<file path="config.mk">
export PLATFORM = sky130hd
export DESIGN_NAME = l2_lookup_sched
export DESIGN_NICKNAME = d
export VERILOG_FILES = /design/src/rtl/l2_lookup_sched.sv
export SDC_FILE = /design/constraint.sdc
export NUM_CORES = 1
export LEC_CHECK = 0
export BUFFER_PORTS_ARGS = -buffer_cell sky130_fd_sc_hd__buf_2
export CORE_MARGIN = 2
export CORE_UTILIZATION = 45
export CTS_CLUSTER_DIAMETER = 30
export CTS_CLUSTER_SIZE = 14
export DETAILED_ROUTE_END_ITERATION = 8
export MAX_ROUTING_LAYER = met4
export PLACE_DENSITY = 0.88
export SLEW_MARGIN = 10
export SYNTH_ARGS = -nofsm -noshare
export SYNTH_HDL_FRONTEND = slang
export SYNTH_SLANG_ARGS = --single-unit
export TNS_END_PERCENT = 30
</file>
<file path="constraint.sdc">
create_clock -name clk -period 2.4 [get_ports clk]
set_input_delay 0.48 -clock clk [delete_from_list [all_inputs] [get_ports clk]]
set_output_delay 0.48 -clock clk [all_outputs]
set_load 0.02 [all_outputs]
</file>
<file path="src/rtl/l2_lookup_sched.sv">
// ---------------------------------------------------------------------------
// l2_lookup_sched
//
// Sequences the L2 tag/state lookup datapath and arbitrates it between CPU
// requests (mode L2_LOOKUP) and incoming forwards (mode L2_LOOKUP_FWD).
// One transaction walks IDLE -> RD_SET -> LOOKUP -> RESP. A forward wins
// arbitration unless a waiting request has already been passed over
// FWD_STARVE_MAX consecutive times.
//
// Ports:
//   clk, rst                     clock, asynchronous active-high reset
//   req_valid/ready/tag/set/id   CPU request channel (ready is combinational)
//   fwd_valid/ready/tag/set/id   forward channel (ready is combinational)
//   rd_en, rd_set                tag/state buffer read strobe and set
//   lookup_en/mode/tag           lookup trigger, 0 = L2_LOOKUP, 1 = L2_LOOKUP_FWD
//   tag_hit_next, way_hit_next,
//   empty_way_found_next,
//   empty_way_next               combinational lookup result
//   resp_valid/ready, resp_*     captured result, held until handshake
//   busy                         FSM not in IDLE
//
// Optional feature macro: L2_LKP_PIPE_EN
//   When defined, arbitration also runs in RESP while resp_ready = 1 so a new
//   transaction starts directly in RD_SET (one transaction per 3 cycles).
// ---------------------------------------------------------------------------
module l2_lookup_sched #(
  parameter int SET_BITS       = 9,
  parameter int TAG_BITS       = 15,
  parameter int WAY_BITS       = 3,
  parameter int ID_BITS        = 4,
  parameter int FWD_STARVE_MAX = 4
) (
  input  logic                clk,
  input  logic                rst,
  input  logic                req_valid,
  output logic                req_ready,
  input  logic [TAG_BITS-1:0] req_tag,
  input  logic [SET_BITS-1:0] req_set,
  input  logic [ID_BITS-1:0]  req_id,
  input  logic                fwd_valid,
  output logic                fwd_ready,
  input  logic [TAG_BITS-1:0] fwd_tag,
  input  logic [SET_BITS-1:0] fwd_set,
  input  logic [ID_BITS-1:0]  fwd_id,
  output logic                rd_en,
  output logic [SET_BITS-1:0] rd_set,
  output logic                lookup_en,
  output logic                lookup_mode,
  output logic [TAG_BITS-1:0] lookup_tag,
  input  logic                tag_hit_next,
  input  logic [WAY_BITS-1:0] way_hit_next,
  input  logic                empty_way_found_next,
  input  logic [WAY_BITS-1:0] empty_way_next,
  output logic                resp_valid,
  input  logic                resp_ready,
  output logic                resp_is_fwd,
  output logic [ID_BITS-1:0]  resp_id,
  output logic [SET_BITS-1:0] resp_set,
  output logic                resp_tag_hit,
  output logic [WAY_BITS-1:0] resp_way,
  output logic                resp_empty_found,
  output logic [WAY_BITS-1:0] resp_empty_way,
  output logic                busy
);

  localparam int CNT_W = $clog2(FWD_STARVE_MAX + 1);
  localparam logic [CNT_W-1:0] STARVE_MAX = CNT_W'(FWD_STARVE_MAX);
  localparam logic [CNT_W-1:0] CNT_ONE    = CNT_W'(1);

  typedef enum logic [1:0] {
    ST_IDLE   = 2'd0,
    ST_RD_SET = 2'd1,
    ST_LOOKUP = 2'd2,
    ST_RESP   = 2'd3
  } state_e;

  state_e              state_q,   state_d;
  logic [CNT_W-1:0]    starve_q,  starve_d;
  logic [TAG_BITS-1:0] cap_tag_q, cap_tag_d;
  logic [SET_BITS-1:0] cap_set_q, cap_set_d;
  logic [ID_BITS-1:0]  cap_id_q,  cap_id_d;
  logic                cap_fwd_q, cap_fwd_d;
  logic                rsp_hit_q, rsp_hit_d;
  logic [WAY_BITS-1:0] rsp_way_q, rsp_way_d;
  logic                rsp_ef_q,  rsp_ef_d;
  logic [WAY_BITS-1:0] rsp_ew_q,  rsp_ew_d;

  logic arb_en_s;
  logic fwd_win_s;
  logic req_win_s;
  logic accept_s;

  // Arbitration window and winner selection.
  always_comb begin
    arb_en_s = 1'b0;
    if (state_q == ST_IDLE) begin
      arb_en_s = 1'b1;
    end else begin
`ifdef L2_LKP_PIPE_EN
      arb_en_s = (state_q == ST_RESP) && resp_ready;
`else
      arb_en_s = 1'b0;
`endif
    end
    // A waiting request blocks forwards only once it has been starved.
    fwd_win_s = arb_en_s && fwd_valid && !(req_valid && (starve_q == STARVE_MAX));
    req_win_s = arb_en_s && req_valid && !fwd_win_s;
    accept_s  = fwd_win_s || req_win_s;
  end

  // Next-state, capture and starvation-counter logic.
  always_comb begin
    state_d   = state_q;
    starve_d  = starve_q;
    cap_tag_d = cap_tag_q;
    cap_set_d = cap_set_q;
    cap_id_d  = cap_id_q;
    cap_fwd_d = cap_fwd_q;
    rsp_hit_d = rsp_hit_q;
    rsp_way_d = rsp_way_q;
    rsp_ef_d  = rsp_ef_q;
    rsp_ew_d  = rsp_ew_q;

    if (arb_en_s) begin
      if (req_win_s || !req_valid) begin
        starve_d = '0;
      end else if (fwd_win_s && (starve_q != STARVE_MAX)) begin
        starve_d = starve_q + CNT_ONE;
      end else begin
        starve_d = starve_q;
      end
    end else begin
      starve_d = starve_q;
    end

    if (fwd_win_s) begin
      cap_tag_d = fwd_tag;
      cap_set_d = fwd_set;
      cap_id_d  = fwd_id;
      cap_fwd_d = 1'b1;
    end else if (req_win_s) begin
      cap_tag_d = req_tag;
      cap_set_d = req_set;
      cap_id_d  = req_id;
      cap_fwd_d = 1'b0;
    end else begin
      cap_fwd_d = cap_fwd_q;
    end

    case (state_q)
      ST_IDLE: begin
        if (accept_s) begin
          state_d = ST_RD_SET;
        end else begin
          state_d = ST_IDLE;
        end
      end
      ST_RD_SET: begin
        state_d = ST_LOOKUP;
      end
      ST_LOOKUP: begin
        rsp_hit_d = tag_hit_next;
        rsp_way_d = way_hit_next;
        // Forwards never allocate, so the empty-way result is meaningless.
        rsp_ef_d  = cap_fwd_q ? 1'b0 : empty_way_found_next;
        rsp_ew_d  = cap_fwd_q ? '0   : empty_way_next;
        state_d   = ST_RESP;
      end
      ST_RESP: begin
        if (resp_ready) begin
          state_d = accept_s ? ST_RD_SET : ST_IDLE;
        end else begin
          state_d = ST_RESP;
        end
      end
      default: begin
        state_d = ST_IDLE;
      end
    endcase
  end

  // State and datapath registers.
  always_ff @(posedge clk or posedge rst) begin
    if (rst) begin
      state_q   <= ST_IDLE;
      starve_q  <= '0;
      cap_tag_q <= '0;
      cap_set_q <= '0;
      cap_id_q  <= '0;
      cap_fwd_q <= 1'b0;
      rsp_hit_q <= 1'b0;
      rsp_way_q <= '0;
      rsp_ef_q  <= 1'b0;
      rsp_ew_q  <= '0;
    end else begin
      state_q   <= state_d;
      starve_q  <= starve_d;
      cap_tag_q <= cap_tag_d;
      cap_set_q <= cap_set_d;
      cap_id_q  <= cap_id_d;
      cap_fwd_q <= cap_fwd_d;
      rsp_hit_q <= rsp_hit_d;
      rsp_way_q <= rsp_way_d;
      rsp_ef_q  <= rsp_ef_d;
      rsp_ew_q  <= rsp_ew_d;
    end
  end

  // Ready is gated by rst so every output reads 0 while reset is held.
  assign req_ready = req_win_s && !rst;
  assign fwd_ready = fwd_win_s && !rst;

  assign rd_en       = (state_q == ST_RD_SET);
  assign rd_set      = rd_en ? cap_set_q : '0;
  assign lookup_en   = (state_q == ST_LOOKUP);
  assign lookup_mode = lookup_en && cap_fwd_q;
  assign lookup_tag  = lookup_en ? cap_tag_q : '0;

  assign resp_valid       = (state_q == ST_RESP);
  assign resp_is_fwd      = cap_fwd_q;
  assign resp_id          = cap_id_q;
  assign resp_set         = cap_set_q;
  assign resp_tag_hit     = rsp_hit_q;
  assign resp_way         = rsp_way_q;
  assign resp_empty_found = rsp_ef_q;
  assign resp_empty_way   = rsp_ew_q;
  assign busy             = (state_q != ST_IDLE);

endmodule

</file>
==> flow_summary.yaml, run 1 <==
clock_tree:
  clk_path_buf_depth: 2
  cts-resized-gates: 0
  cts_setup_buffers: 0
  numCtsBuffers: 5
  holdBufCountCts: 0
  clk_pin_slew_ps: 80
  cts_sinks: 42
  cts_tree: "yes"
  root_buffer: "clkbuf_8"
  h-tree-depth: 2
  clkLatencyLatePin_ps: 280
grt:
  grt-ovfl-total: 0
  antenna_found_initial: 0
  grt_pass1_vias: 1816
  grt_max_degree: 43
  grt_pass1_wl_um: 8121
  grt_usage_pct: 19.36
setup_path:
  crit_path_start: "state_q[0]"
  crit_arrival_ps: 1760
  cp-start-kind: "flip-flop"
  crit_type: "flip-flop to primary output"
  r2r_end: "resp_set[1]"
  cp-endpoint: "lookup_tag[0]"
  worst_path_max_delay_cell: "dfrtp_1"
  worstPathCellList: "nand2b_1 > inv_1 > buf_4 > and2_1 > buf_2"
  worst_setup_path_end_kind: "primary output"
  timing.rr.start: "starve_q[0]"
  worstPathRequired_ps: 1920
  path_max_fanout: 13
  ff2ff_setup_slack_ps: 530
  critical-path-max-stage-delay_ps: 480
  reg2reg_depth: 6
pwr:
  seq_power_share_pct: 32.6
  ir_drop_mv: 0.7055
  p_total_mw: 3.836
  leakage_nw: 1.661
  intPower_mw: 2.301
  power_frac_clock_pct: 11.9
  pwr-share-comb_pct: 55.4
  p_per_area_nw_per_um2: 1255
  switching_share_pct: 40.03
  p_switching_mw: 1.536
timing:
  period_minus_slack_ps: 2243
  finClkSkew_ps: 4.260
  slew_viol_final: 0
  max_slew_margin_pct: 64.38
  finalSetupViolations: 0
  fmax_mhz: 445.8
  setup_ws_ps: 156.8
  tightest_slew_ps: 534.3
  fin_hold_ws_ps: 336.0
  tns_ps: 0
  hold_viol_final: 0
  fin_crit_sh_pct: 93.47
  rsz0062_at_grt: "false"
die:
  core_area_um2: 4817
  fp-row-count: 25
  ioPinCount: 122
  start_util_pct: 47.32
  fp.dieArea_um2: 5651
  dieWidth_um: 75.18
  die_h_um: 75.18
placement:
  hpwl_um: 4053
  dp_slack_ps: 451.3
  gp_congestion: 0.8059
  numPortBuffers: 121
  place_inst: 374
  place_area_um2: 2965
layout:
  fin_util_pct: 63.45
  layout-drive-gt1-share_pct: 56.19
  fin_area_um2: 3057
  area_growth_pct: 34.08
  diodes: 0
  fin_cells: 382
  fin_nets: 385
detailed_routing:
  drt_pass1_iterations: 4
  dr.first_iter.drc_count: 25
  viasPerCell: 4.743
  drc: 0
  num_vias: 1812
  antenna_left: 0
  wirelength_um: 5227
  post_drt_wl_per_cell_um: 13.68
synth:
  synth_area_leaders: "dfrtp_1 46%, mux2_4 13%, mux2_2 9.4%, mux2_1 8.4%, and2_1 6.9%"
  yosys.area.top_type_share_pct: 46.10
  synth_cells: 189
  synth_common_cells: "42 x dfrtp_1, 25 x and2_1, 23 x nand2_1, 20 x mux2_4, 19 x mux2_2"
  synthArstFlopShare_pct: 100.0
  postSynthNetCount: 260
  postSynthAreaPerCell_um2: 12.06
  synth_seq_area_share_pct: 46.10
  yosys_warnings: 0
  synth.distinct_cells: 26
  syn_area_um2: 2280
  yosysTopAreaCell: "dfrtp_1"
  synth-edff-count: 0
  synth_most_common_cell: "dfrtp_1"
  ys.flop_type: "dfrtp_1"
  ys_seq_elements: 42
min_path:
  hold_path_class: "input pin to async pin"
job:
  cap_viol_max_count: 0
outcome:
  status: "completed"
==> power by group through the flow <==
| stage | combinational (mW) | clock [mW] | sequential, mW |
|---|---|---|---|
| after floorplan | 1.31 | 0 | 1.45 |
| after global routing | 2.31 | 0.504 | 1.31 |
| after global placement | 2.07 | 0 | 1.25 |
| after CTS | 2.15 | 0.476 | 1.26 |
| after detailed placement | 2.14 | 0 | 1.27 |
| final | 2.13 | 0.458 | 1.25 |
==> cells in the final DEF, fill, tap and decap left out, types with 2 or more instances in the layout <==
master / Yosys / layout
and3_1: 2 / 2
o21ai_0: 3 / 3
mux2_2: 19 / 19
buf_2: 4 / 121
nand2_1: 23 / 23
mux2_1: 17 / 17
nand3_1: 5 / 5
buf_4: 0 / 6
nor2_1: 3 / 3
dfrtp_1: 42 / 42
and2_1: 25 / 25
mux2_4: 20 / 20
ha_1: 2 / 2
clkbuf_8: 0 / 6
inv_1: 8 / 7
==> cells by family after synthesis <==
logic type	Yosys count	share of synthesized area [%]
fa+ha+maj	2	1.098
simple gates	65	15.92
compound gates	6	1.591
mux	56	30.96
buf+inv	18	4.336
flops	42	46.10
==> worst min-delay path by stage <==
stage	from	endpoint	slack (ps)	depth (start not counted)
after floorplan	starve_q[2]	starve_q[2]	450	1
after global placement	resp_empty_way[0]	resp_empty_way[0]	450	2
after detailed placement	resp_empty_found	resp_empty_found	450	2
after CTS	rst	resp_id[3]	350	3
after global routing	rst	resp_id[3]	380	3
final	rst	resp_is_fwd	340	3
==> metal layers <==
layer / global-route usage, % / vias up / wire, um
li1: - / 881 / -
met1: 22.74 / 860 / 2137
met2: 34.99 / 69 / 2763
met3: 3.882 / 2 / 314
met4: 2.924 / 0 / 12
met5: - / - / 0
==> state kept, by name (all words and copies together) (netlist names), 2 cells and up <==
name	count
cap_tag_q	15
resp_set	9
resp_id	4
resp_empty_way	3
resp_way	3
starve_q	3
state_q	2
==> layout make-up <==
type	count	area, um^2
fill	406	1760
multi-input combinational	129	1130
sequential	42	1051
timing repair buffer	128	670.6
clock buffer	7	86.33
tap	67	83.83
inverter	8	30.03
clock inverter	1	5.005
==> worst max-delay path, delay by kind of cell, from the launching register on <==
kind	cells	cell delay [ps]
buffers and inverters	3	450
and+or+nand+nor	2	540
DFF	1	480
Power figures use the tool's default switching activity.
==> run 2: changes to the inputs <==
ABC_AREA = 1   (was not set)
CORE_UTILIZATION = 46   (was 45)
PLACE_DENSITY = 0.89   (was 0.88)
==> flow_summary.yaml, run 2 <==
outcome:
  status: "completed"
setup_path:
  crit_arrival_ps: 1700
  worstPathRequired_ps: 1920
  timing.rr.start: "state_q[1]"
  path_max_fanout: 24
  crit_type: "flip-flop to primary output"
  reg2reg_depth: 6
  cp-start-kind: "flip-flop"
  crit_path_start: "state_q[1]"
  worst_setup_path_end_kind: "primary output"
synth:
  synth_top_family_by_area: "simple AND/OR/NAND/NOR gates"
  syn_area_um2: 2412
  synth_cells: 345
  synth_compound_area_share_pct: 0.8817
  yosys_warnings: 0
  postSynthNetCount: 416
  synthMuxAreaShare_pct: 0
  synth_xor_xnor_area_share_pct: 0.3631
  postSynthAreaPerCell_um2: 6.992
  synth-edff-count: 0
  synthArstFlopShare_pct: 100.0
  yosysTopAreaCell: "dfrtp_1"
  yosys.area.top_type_share_pct: 43.57
  ys.flop_type: "dfrtp_1"
  synth_seq_area_share_pct: 43.57
  synthSimpleGateAreaFrac_pct: 38.95
  synth_area_leaders: "dfrtp_1 44%, nand3_1 13%, inv_1 9.8%, nor2_1 9.3%, nand2_1 8.6%"
  synth_common_cells: "63 x inv_1, 63 x nand3_1, 60 x nor2_1, 55 x nand2_1, 42 x dfrtp_1"
  ys_seq_elements: 42
  synthAdderAreaFrac_pct: 1.037
  synth.distinct_cells: 17
pwr:
  p_total_mw: 3.622
  p_per_area_nw_per_um2: 1156
  ir_drop_mv: 0.5930
  leakage_nw: 1.876
clock_tree:
  cts-resized-gates: 0
  clk_pin_slew_ps: 90
  cts_setup_buffers: 0
  h-tree-depth: 2
  root_buffer: "clkbuf_8"
  holdBufCountCts: 0
  clkLatencyLatePin_ps: 300
  cts_tree: "yes"
  numCtsBuffers: 5
  cts_sinks: 42
  clk_path_buf_depth: 2
timing:
  finalSetupViolations: 0
  finClkSkew_ps: 5.926
  hold_viol_final: 0
  tightest_slew_ps: 884.9
  max_slew_margin_pct: 40.92
  tns_ps: 0
  fin_crit_sh_pct: 91.00
  period_minus_slack_ps: 2184
  fmax_mhz: 457.9
  slew_viol_final: 0
  rsz0062_at_grt: "false"
detailed_routing:
  num_vias: 2563
  drc: 0
  viasPerCell: 4.863
  post_drt_wl_per_cell_um: 12.24
  dr.first_iter.drc_count: 104
  antenna_left: 0
  drt_pass1_iterations: 4
  wirelength_um: 6452
grt:
  grt_max_degree: 58
  grt-ovfl-total: 0
  grt_pass1_vias: 2451
  grt_pass1_wl_um: 11030
  grt_usage_pct: 23.69
  antenna_found_initial: 0
layout:
  fin_cells: 527
  diodes: 0
  nFillCells: 487
  layout_commonest_cell: "buf_2"
  final_cell_mix: "121 x buf_2, 62 x nand3_1, 62 x inv_1, 60 x nor2_1, 54 x nand2_1"
  fin_nets: 527
  layout-drive-gt1-share_pct: 30.63
  top_register: "cap_tag_q"
  largest_reg_flops: 15
  fin_area_um2: 3133
  area_growth_pct: 29.88
die:
  fp-row-count: 26
  dieWidth_um: 76.42
  fp.dieArea_um2: 5839
  start_util_pct: 47.53
  die_h_um: 76.42
  ioPinCount: 122
  core_area_um2: 5075
placement:
  place_area_um2: 3039
  hpwl_um: 4613
  place_inst: 519
  gp_congestion: 0.8142
  numPortBuffers: 121
min_path:
  hold_path_class: "input pin to async pin"
job:
  cap_viol_max_count: 0
[run 2: cell type report]
cell class | count | area, um^2 | share of cell area, %
multi-input combinational | 215 | 1002 | 31.99
inverter | 64 | 240.2 | 7.668
clock buffer | 5 | 68.82 | 2.196
tap | 70 | 87.58 | 2.796
timing repair buffer | 128 | 658.1 | 21.01
clock inverter | 3 | 25.02 | 0.7987
sequential | 42 | 1051 | 33.55
[run 2: final timing paths]
path,endpoint,slack (ps)
worst max-delay path,lookup_tag[3],220
max in group asynchronous,cap_tag_q[2],1460
worst max register to register,cap_tag_q[1],770
worst min register to register,resp_way[2],480
worst min-delay path,resp_set[5],380
min in group clk,resp_way[2],380
[run 2: cells by family after synthesis]
group | count (synthesis)
and+or+nand+nor | 208
buffers and inverters | 88
DFF | 42
AOI/OAI and AO/OA | 4
adders and majority gates | 2
xor gates and xnor gates | 1
[run 2: critical path, stage by stage, from the launching register on]
cell,delay [ps]
dfrtp_1,440
inv_1,100
nor2_1,50
inv_1,520
nor2_1,100
buf_2,190
[run 2: per-layer routing]
layer,part of all wire (%),track usage (%),vias to the layer above
met5,0,-,-
met4,0.74,5.636,0
met3,7.3,5.213,4
met2,48,40.44,114
met1,43,28.74,1139
li1,-,-,1306
[run 2: where the power goes]
part | total [mW] | leakage [nW] | switching [mW] | internal [mW]
Combinational | 1.90 | 1.30 | 1.28 | 0.626
Sequential | 1.25 | 0.526 | 0.208 | 1.04
Clock | 0.472 | 0.0447 | 0.262 | 0.210
Total | 3.62 | 1.88 | 1.75 | 1.88
[run 2: stage by stage]
| stage | setup WS [ps] | utilization, % | hold WS [ps] |
|---|---|---|---|
| 4_1_cts | 208.0 | 61.74 | 368.9 |
| 2_1_floorplan | 493.5 | - | 478.2 |
| 3_3_place_gp | 612.0 | 59.89 | 450.3 |
| 3_5_place_dp | 540.0 | 59.89 | 459.1 |
| 6_report | 216.1 | 61.74 | 376.8 |
| 5_1_grt | 36.14 | 61.74 | 403.6 |
